<file path="src/rtl/ram_port_arbiter_pkg.sv">
// Shared definitions for the two-port RAM arbiter.
//   - State encoding localparams and the FSM state enum.
//   - cnt_w(): width of a burst beat counter able to hold 0..max_burst.
package ram_port_arbiter_pkg;

  localparam logic [1:0] IDLE = 2'd0;
  localparam logic [1:0] OWN0 = 2'd1;
  localparam logic [1:0] OWN1 = 2'd2;

  typedef enum logic [1:0] {
    ST_IDLE = IDLE,
    ST_OWN0 = OWN0,
    ST_OWN1 = OWN1
  } state_e;

  function automatic int cnt_w(input int max_burst);
    return $clog2(max_burst + 1);
  endfunction

endpackage

</file>
<file path="src/rtl/ram_port_arbiter_rr_pick2.sv">
// rr_pick2: combinational two-way round-robin pick.
//   vld_i    : request valid bits, one per port
//   rr_ptr_i : preferred port when both are valid
//   gnt_o    : one-hot grant (all zero when nothing is valid)
module rr_pick2 (
  input  logic [1:0] vld_i,
  input  logic       rr_ptr_i,
  output logic [1:0] gnt_o
);

  always_comb begin
    gnt_o = vld_i;
    if (vld_i == 2'b11) gnt_o = rr_ptr_i ? 2'b10 : 2'b01;
  end

endmodule

</file>
<file path="src/rtl/ram_port_arbiter.sv">
// ram_port_arbiter: shares one single-port synchronous RAM between two clients
// with round-robin arbitration and burst ownership of up to MAX_BURST beats.
//   clk, rst                 : clock, synchronous active-high reset
//   reqN_valid/we/last/addr/wdata, reqN_ready : client N beat handshake
//   rspN_valid, rspN_rdata   : read response for client N (1 cycle after accept)
//   ram_we, ram_addr, ram_din: RAM drive (sampled at the accept edge)
//   ram_dout                 : RAM registered read data
module ram_port_arbiter
  import ram_port_arbiter_pkg::*;
#(
  parameter int DATA_WIDTH = 8,
  parameter int ADDR_WIDTH = 4,
  parameter int MAX_BURST  = 4
) (
  input  logic                  clk,
  input  logic                  rst,
  input  logic                  req0_valid,
  input  logic                  req0_we,
  input  logic                  req0_last,
  input  logic [ADDR_WIDTH-1:0] req0_addr,
  input  logic [DATA_WIDTH-1:0] req0_wdata,
  output logic                  req0_ready,
  input  logic                  req1_valid,
  input  logic                  req1_we,
  input  logic                  req1_last,
  input  logic [ADDR_WIDTH-1:0] req1_addr,
  input  logic [DATA_WIDTH-1:0] req1_wdata,
  output logic                  req1_ready,
  output logic                  rsp0_valid,
  output logic [DATA_WIDTH-1:0] rsp0_rdata,
  output logic                  rsp1_valid,
  output logic [DATA_WIDTH-1:0] rsp1_rdata,
  output logic                  ram_we,
  output logic [ADDR_WIDTH-1:0] ram_addr,
  output logic [DATA_WIDTH-1:0] ram_din,
  input  logic [DATA_WIDTH-1:0] ram_dout
);

  localparam int            CW      = cnt_w(MAX_BURST);
  localparam logic [CW-1:0] CNT_MAX = CW'(MAX_BURST);

  state_e        state_q, state_d;
  logic          rr_ptr_q, rr_ptr_d;
  logic [CW-1:0] cnt_q, cnt_d, cnt_inc;
  logic [1:0]    rsp_sel_q, rsp_sel_d;

  logic [1:0] vld, pick, gnt, acc;
  logic       sel_we, sel_last, own;

  assign vld = {req1_valid, req0_valid};

  rr_pick2 u_pick (
    .vld_i    (vld),
    .rr_ptr_i (rr_ptr_q),
    .gnt_o    (pick)
  );

  // The owner keeps the grant even with valid low; that cycle ends the burst.
  always_comb begin
    gnt = pick;
    case (state_q)
      ST_OWN0: gnt = 2'b01;
      ST_OWN1: gnt = 2'b10;
      default: gnt = pick;
    endcase
  end

  assign req0_ready = gnt[0] & ~rst;
  assign req1_ready = gnt[1] & ~rst;
  assign acc        = vld & gnt & {2{~rst}};

  assign ram_addr = gnt[1] ? req1_addr  : req0_addr;
  assign ram_din  = gnt[1] ? req1_wdata : req0_wdata;
  assign sel_we   = gnt[1] ? req1_we    : req0_we;
  assign sel_last = gnt[1] ? req1_last  : req0_last;
  assign ram_we   = (|acc) & sel_we;

  assign own     = (state_q == ST_OWN1);
  assign cnt_inc = cnt_q + 1'b1;

  always_comb begin
    state_d   = state_q;
    rr_ptr_d  = rr_ptr_q;
    cnt_d     = cnt_q;
    rsp_sel_d = acc & ~{req1_we, req0_we};
    case (state_q)
      ST_IDLE: begin
        if (|acc) begin
          if (!sel_last && MAX_BURST > 1) begin
            state_d = acc[1] ? ST_OWN1 : ST_OWN0;
            cnt_d   = CW'(1);
          end else begin
            rr_ptr_d = acc[0];  // single-beat grant: prefer the other port
          end
        end
      end
      ST_OWN0, ST_OWN1: begin
        // One exit path covers both last and counter-full, so a last beat at
        // MAX_BURST-1 flips the pointer only once.
        if (!vld[own] || (|acc && (sel_last || cnt_inc == CNT_MAX))) begin
          state_d  = ST_IDLE;
          cnt_d    = '0;
          rr_ptr_d = ~own;
        end else if (|acc) begin
          cnt_d = cnt_inc;
        end
      end
      default: begin
        state_d = ST_IDLE;
        cnt_d   = '0;
      end
    endcase
  end

  always_ff @(posedge clk) begin
    if (rst) begin
      state_q   <= ST_IDLE;
      rr_ptr_q  <= 1'b0;
      cnt_q     <= '0;
      rsp_sel_q <= 2'b00;
    end else begin
      state_q   <= state_d;
      rr_ptr_q  <= rr_ptr_d;
      cnt_q     <= cnt_d;
      rsp_sel_q <= rsp_sel_d;
    end
  end

  // Gating with rst drops a response that is pending when reset arrives.
  assign rsp0_valid = rsp_sel_q[0] & ~rst;
  assign rsp1_valid = rsp_sel_q[1] & ~rst;
  assign rsp0_rdata = ram_dout;
  assign rsp1_rdata = ram_dout;

endmodule
</file>
<file path="config.mk">
export PLATFORM = sky130hd
export DESIGN_NAME = ram_port_arbiter
export DESIGN_NICKNAME = d
export VERILOG_FILES = /design/src/rtl/ram_port_arbiter_pkg.sv /design/src/rtl/ram_port_arbiter_rr_pick2.sv /design/src/rtl/ram_port_arbiter.sv
export SDC_FILE = /design/constraint.sdc
export NUM_CORES = 1
export LEC_CHECK = 0
export ABC_AREA = 1
export ABC_CLOCK_PERIOD_IN_PS = 4400
export BUFFER_PORTS_ARGS = -buffer_cell sky130_fd_sc_hd__clkbuf_2
export CAP_MARGIN = 15
export CORE_UTILIZATION = 43
export CTS_CLUSTER_DIAMETER = 60
export DETAILED_ROUTE_END_ITERATION = 6
export GPL_TIMING_DRIVEN = 0
export HOLD_SLACK_MARGIN = 0.15
export PLACE_DENSITY = 0.93
export SYNTH_ARGS = -nofsm -noshare
export SYNTH_HDL_FRONTEND = slang
export SYNTH_SLANG_ARGS = --single-unit
</file>
<file path="constraint.sdc">
create_clock -name clk -period 4.4 [get_ports clk]
set_input_delay 0.22 -clock clk [delete_from_list [all_inputs] [get_ports clk]]
set_output_delay 0.22 -clock clk [all_outputs]
set_load 0.03 [all_outputs]
</file>
After elaboration in Yosys (flattened, before gate mapping)
Cells that the tools add are included.
{"block": "classes", "n_addsub": 1, "multipliers": 0, "div_mod_pow": 0, "magnitude_cmp": 1, "eq_ne": 9, "shifts": 0, "n_mux": 23, "n_bitwise": 11, "n_reduce_logical": 11}
{"op": "2-to-1 mux 2 bit", "n": 6}
{"op": "2-to-1 mux 3 bit", "n": 4}
{"op": "2-to-1 mux 8 bit", "n": 1}
{"op": "inequality test 2 bit (second input constant)", "n": 4}
{"op": "one-hot mux 2 bit (2 select lines)", "n": 2}
{"op": "2-to-1 mux 1 bit", "n": 7}
{"op": "AND 2 bit", "n": 3}
{"op": "one-hot mux 3 bit (2 select lines)", "n": 1}
{"op": "AND reduction 3 bit", "n": 2}
{"op": "AND 1 bit", "n": 5}
{"op": "== test 2 bit (second input constant)", "n": 2}
{"op": "2-to-1 mux 4 bit", "n": 1}
{"op": "AND reduction 4 bit", "n": 1}
{"op": "OR reduction 2 bit", "n": 2}
{"op": "adder 3 x 1 -> 3 bit (second input constant)", "n": 1}
{"op": "== test 3 bit (second input constant)", "n": 1}
{"op": "inequality test 3 bit (second input constant)", "n": 1}
{"op": "== test 2 x 1 -> 1 bit (second input constant)", "n": 1}
{"op": "logical NOT 2 bit", "n": 1}
{"op": "logical OR 1 bit", "n": 2}
{"op": "less-than comparator 1 x 2 -> 1 bit (second input constant)", "n": 1}
{"op": "NOT 1 bit", "n": 2}
{"op": "NOT 2 bit", "n": 1}
{"op": "one-hot mux 1 bit (2 select lines)", "n": 1}
{"op": "3 further kinds", "n": 3}
{"block": "word_totals", "ff_bits": 8, "latchBits": 0, "ramBits": 0, "mem_bits_ro": 0, "in_bits": 40, "word_cells": 60, "mem_count": 0}

Depth between registers and ports, before layout
{"block": "depth", "ltp_word": 10, "mapped_depth": 14, "ltp_nobuf": 14}

By module
Synthesis repeated with hierarchy kept, for this count alone.
{"block": "unflattened", "hier_cells": 135, "hier_area_um2": 925.9}
{"mod": "ram_port_arbiter", "n_inst": 1, "cells_each": 130, "area_per_inst_um2": 904.6}
{"mod": "rr_pick2", "n_inst": 1, "cells_each": 5, "area_per_inst_um2": 21.3}

Least setup slack after synthesis
No wires, ideal clock.
{"block": "synth_path", "path_type": "reg2out", "from": "register state_q[0]", "to": "output req1_ready", "arrival_ns": 1.776, "required_ns": 4.180, "slack_ns": 2.404, "stages_incl_launch_ff": 9, "path_buffers": 1, "path_cell_list": "dfxtp_1 > inv_1 > ha_1 > nor2_2 > nand2_2 > nand2_4 > inv_1 > clkbuf_1 > nor2_1"}
{"block": "synth_via", "elab_chain_len": 3}
{"item": "start, declared", "line": "ram_port_arbiter.sv:42", "text": "state_e state_q, state_d;"}
{"item": "start signal, assigned", "line": "ram_port_arbiter.sv:122", "text": "state_q <= state_d;"}
{"item": "== test 2 bit or == test 2 x 1 -> 1 bit (tied branches)", "line": "ram_port_arbiter.sv:61", "text": "case (state_q)"}
{"item": "one-hot mux 2 bit (2 select lines) *", "line": "ram_port_arbiter.sv:61"}
{"item": "AND 1 bit *", "line": "ram_port_arbiter.sv:69", "text": "assign req1_ready = gnt[1] & ~rst;"}
{"item": "end, declared", "line": "ram_port_arbiter.sv:28", "text": "output logic req1_ready,"}
Every way passes the cells marked *; elsewhere a longest branch is shown, timed or not.

Final worst setup path
{"block": "layout_path", "from": "register state_q[0]", "to": "output ram_addr[2]"}
{"block": "layout_via", "elab_chain_len": 3}
{"item": "== test 2 bit or == test 2 x 1 -> 1 bit (tied branches)", "line": "ram_port_arbiter.sv:61"}
{"item": "one-hot mux 2 bit (2 select lines) *", "line": "ram_port_arbiter.sv:61"}
{"item": "2-to-1 mux 4 bit *", "line": "ram_port_arbiter.sv:72", "text": "assign ram_addr = gnt[1] ? req1_addr : req0_addr;"}
{"item": "end, declared", "line": "ram_port_arbiter.sv:34", "text": "output logic [ADDR_WIDTH-1:0] ram_addr,"}
Marks and branches as above.

==> impl_metrics.env <==
export IMPL_min_period_ns=2.45
export IMPL_numCtsBuffers=3
export IMPL_max_stage_delay_ns=0.39
export IMPL_post_route_drc_count=0
export IMPL_syn_to_final_growth_pct=39.0
export IMPL_syn_nets=205
export IMPL_postLayoutCellArea_sq_um=1320
export IMPL_crit_required_ns=4.18
export IMPL_status="finished clean"
export IMPL_crit_path_end_kind="primary output"
export IMPL_synth_warnings=0
export IMPL_yosys_area_top_type="nand2_1"
export IMPL_cts_hold_fix_buffers=0
export IMPL_clockBufferDepth=2
export IMPL_final_nets=273
export IMPL_finalSetupTns_ns=0
export IMPL_cpMaxStageDelayCell="ha_1"
export IMPL_overflow=0
export IMPL_setup_violations=0
export IMPL_ant_nets=0
export IMPL_numClockSinks=8
export IMPL_p_per_area_nw_per_um2=323
export IMPL_path_depth=9
export IMPL_cts_resized=0
export IMPL_grt_max_degree=11
export IMPL_grt_pass1_wl_um=3880
export IMPL_viasPerCell=4.42
export IMPL_post_drt_wl_per_cell_um=8.84
export IMPL_whs_ns=0.166
export IMPL_maxSlewViolCount=0
export IMPL_initial_utilization=0.471
export IMPL_register_area_sq_um=160
export IMPL_cts_tree="done"
export IMPL_antenna_found_initial=0
export IMPL_fp_row_count=16
export IMPL_post_dp_cell_area_sq_um=1300
export IMPL_root_buffer="clkbuf_4"
export IMPL_antenna_cells_inserted=0
export IMPL_first_pass_iters=4
export IMPL_seq_area_frac_synth=0.168
export IMPL_crit_family="buffers and inverters"
export IMPL_worstMarginPinSlew_ns=0.392
export IMPL_crit_chain="inv_1 -> ha_1 -> nand2_1 -> nand2_4 -> inv_1 -> clkbuf_1 -> nand2_1 -> nand2_1 -> clkbuf_2"
export IMPL_clk_pin_slew_worst_paths_ns=0.06
export IMPL_multi_input_area_sq_um=588
export IMPL_crit_type="reg2out"
export IMPL_path_buf_inv=4
export IMPL_clock_fmax_mhz=408
export IMPL_crit_path_max_fanout=10
export IMPL_worst_r2r_cell_count=12
export IMPL_synthesis_instances=159
export IMPL_synth_area_top_cells="nand2_1, dfxtp_1, buf_4"
export IMPL_cp_arrival_ns=2.23
export IMPL_synth_avg_cell_area_sq_um=5.99
export IMPL_fill_cells=196
export IMPL_maxCapViolCount=0
export IMPL_num_vias=1115
export IMPL_die_w_um=49.1
export IMPL_cp_start_kind="flip-flop"
export IMPL_layout_drive_gt1_share=0.453
export IMPL_first_iter_violations=12
export IMPL_io_buffers=63
export IMPL_grt_pass1_vias=1032
export IMPL_cpMostUsedCell="nand2_1"
export IMPL_dp_hpwl_um=1940
export IMPL_clkLatencyLatePin_ns=0.25
export IMPL_synth_top_area_frac=0.248
export IMPL_grtUsageTotal=0.203
export IMPL_p_leak_uw=0.000822
export IMPL_max_slew_margin=0.739
export IMPL_ir_worst_vdd_uv=202
export IMPL_hold_viol_final=0
export IMPL_post_cts_buffers=0
export IMPL_syn_area_sq_um=952
export IMPL_fin_crit_sh=0.557
export IMPL_final_cell_mix="nand2_1, clkbuf_2, buf_4, inv_1, nor2_1"
export IMPL_power_uw=427
export IMPL_hp_class="in2reg"
export IMPL_io_pins=73
export IMPL_gp_congestion=0.878
export IMPL_htreeDepth=1
export IMPL_wl_um=2230
export IMPL_skew_ns=0.00972
export IMPL_coreArea_sq_um=2020
export IMPL_die_area_sq_um=2410
export IMPL_min_path_cells=2
export IMPL_die_h_um=49.1
export IMPL_rsz0062_at_grt="no"
export IMPL_synth_cell_types=22
export IMPL_synth_seq_cells=8
-- cell families (layout without fill, tap and decap cells) --
group	count (synthesis)	in the layout	share of synthesized area
and+or+nand+nor	100	100	0.498
AOI/OAI and AO/OA	7	7	0.0407
adders and majority gates	6	6	0.0788
DFF	8	8	0.168
buffers and inverters	38	104	0.214
-- per-stage QoR --
| stage | utilization | std cells | setup WS (ns) |
|---|---|---|---|
| 6_report | 0.655 | 252 | 1.95 |
| 5_1_grt | 0.655 | 252 | 1.69 |
| 4_1_cts | 0.655 | 252 | 1.94 |
| 3_5_place_dp | 0.644 | 249 | 2.23 |
| 3_3_place_gp | 0.644 | 249 | 2.26 |
| 2_1_floorplan | - | 159 | 2.40 |
-- path summary, 6_finish.rpt --
path / slack, ns / end / startpoint
setup / recovery: 1.95 / ram_addr[2] / state_q[0]
hold / removal: 0.17 / rsp_sel_q[1] / req1_we
setup reg to reg: 2.49 / state_q[0] / state_q[0]
hold reg to reg: 0.49 / cnt_q[2] / cnt_q[2]
-- final cells by class --
type,count,area share
plain buffers,19,0.100
clock buffers,3,0.0170
inverters,19,0.0539
multi-input cells,113,0.444
flip-flops and latches,8,0.121
well taps,27,0.0255
repair buffers,63,0.238
-- where the power goes --
| group | switching, uW | internal (uW) | total, uW |
|---|---|---|---|
| Clock | 25.1 | 31.2 | 56.4 |
| Sequential | 6.32 | 81.5 | 87.8 |
| Combinational | 190 | 93.2 | 283 |
-- synth_stat cells (all sizes together) --
master  instances
a21oi           5
clkbuf          2
buf            17
inv            18
clkinv          1
o21ai           2
ha              6
nand2          70
nor2           14
dfxtp           8
nand3          14
nand3b          1
and2            1
-- flip-flops by register name, indices dropped and copies added, names as in the netlist --
signal	count
cnt_q	3
rr_ptr_q	1
rsp_sel_q	2
state_q	2
-- layer usage --
metal | GRT usage | part of all wire | up-vias
met2 | 0.380 | 0.49 | 46
met4 | 0.0441 | 0.0094 | 0
met3 | 0.0374 | 0.068 | 2
met5 | 0 | 0 | -
met1 | 0.236 | 0.43 | 465
li1 | - | - | 602
No activity file was read; power rests on OpenSTA's default activity.
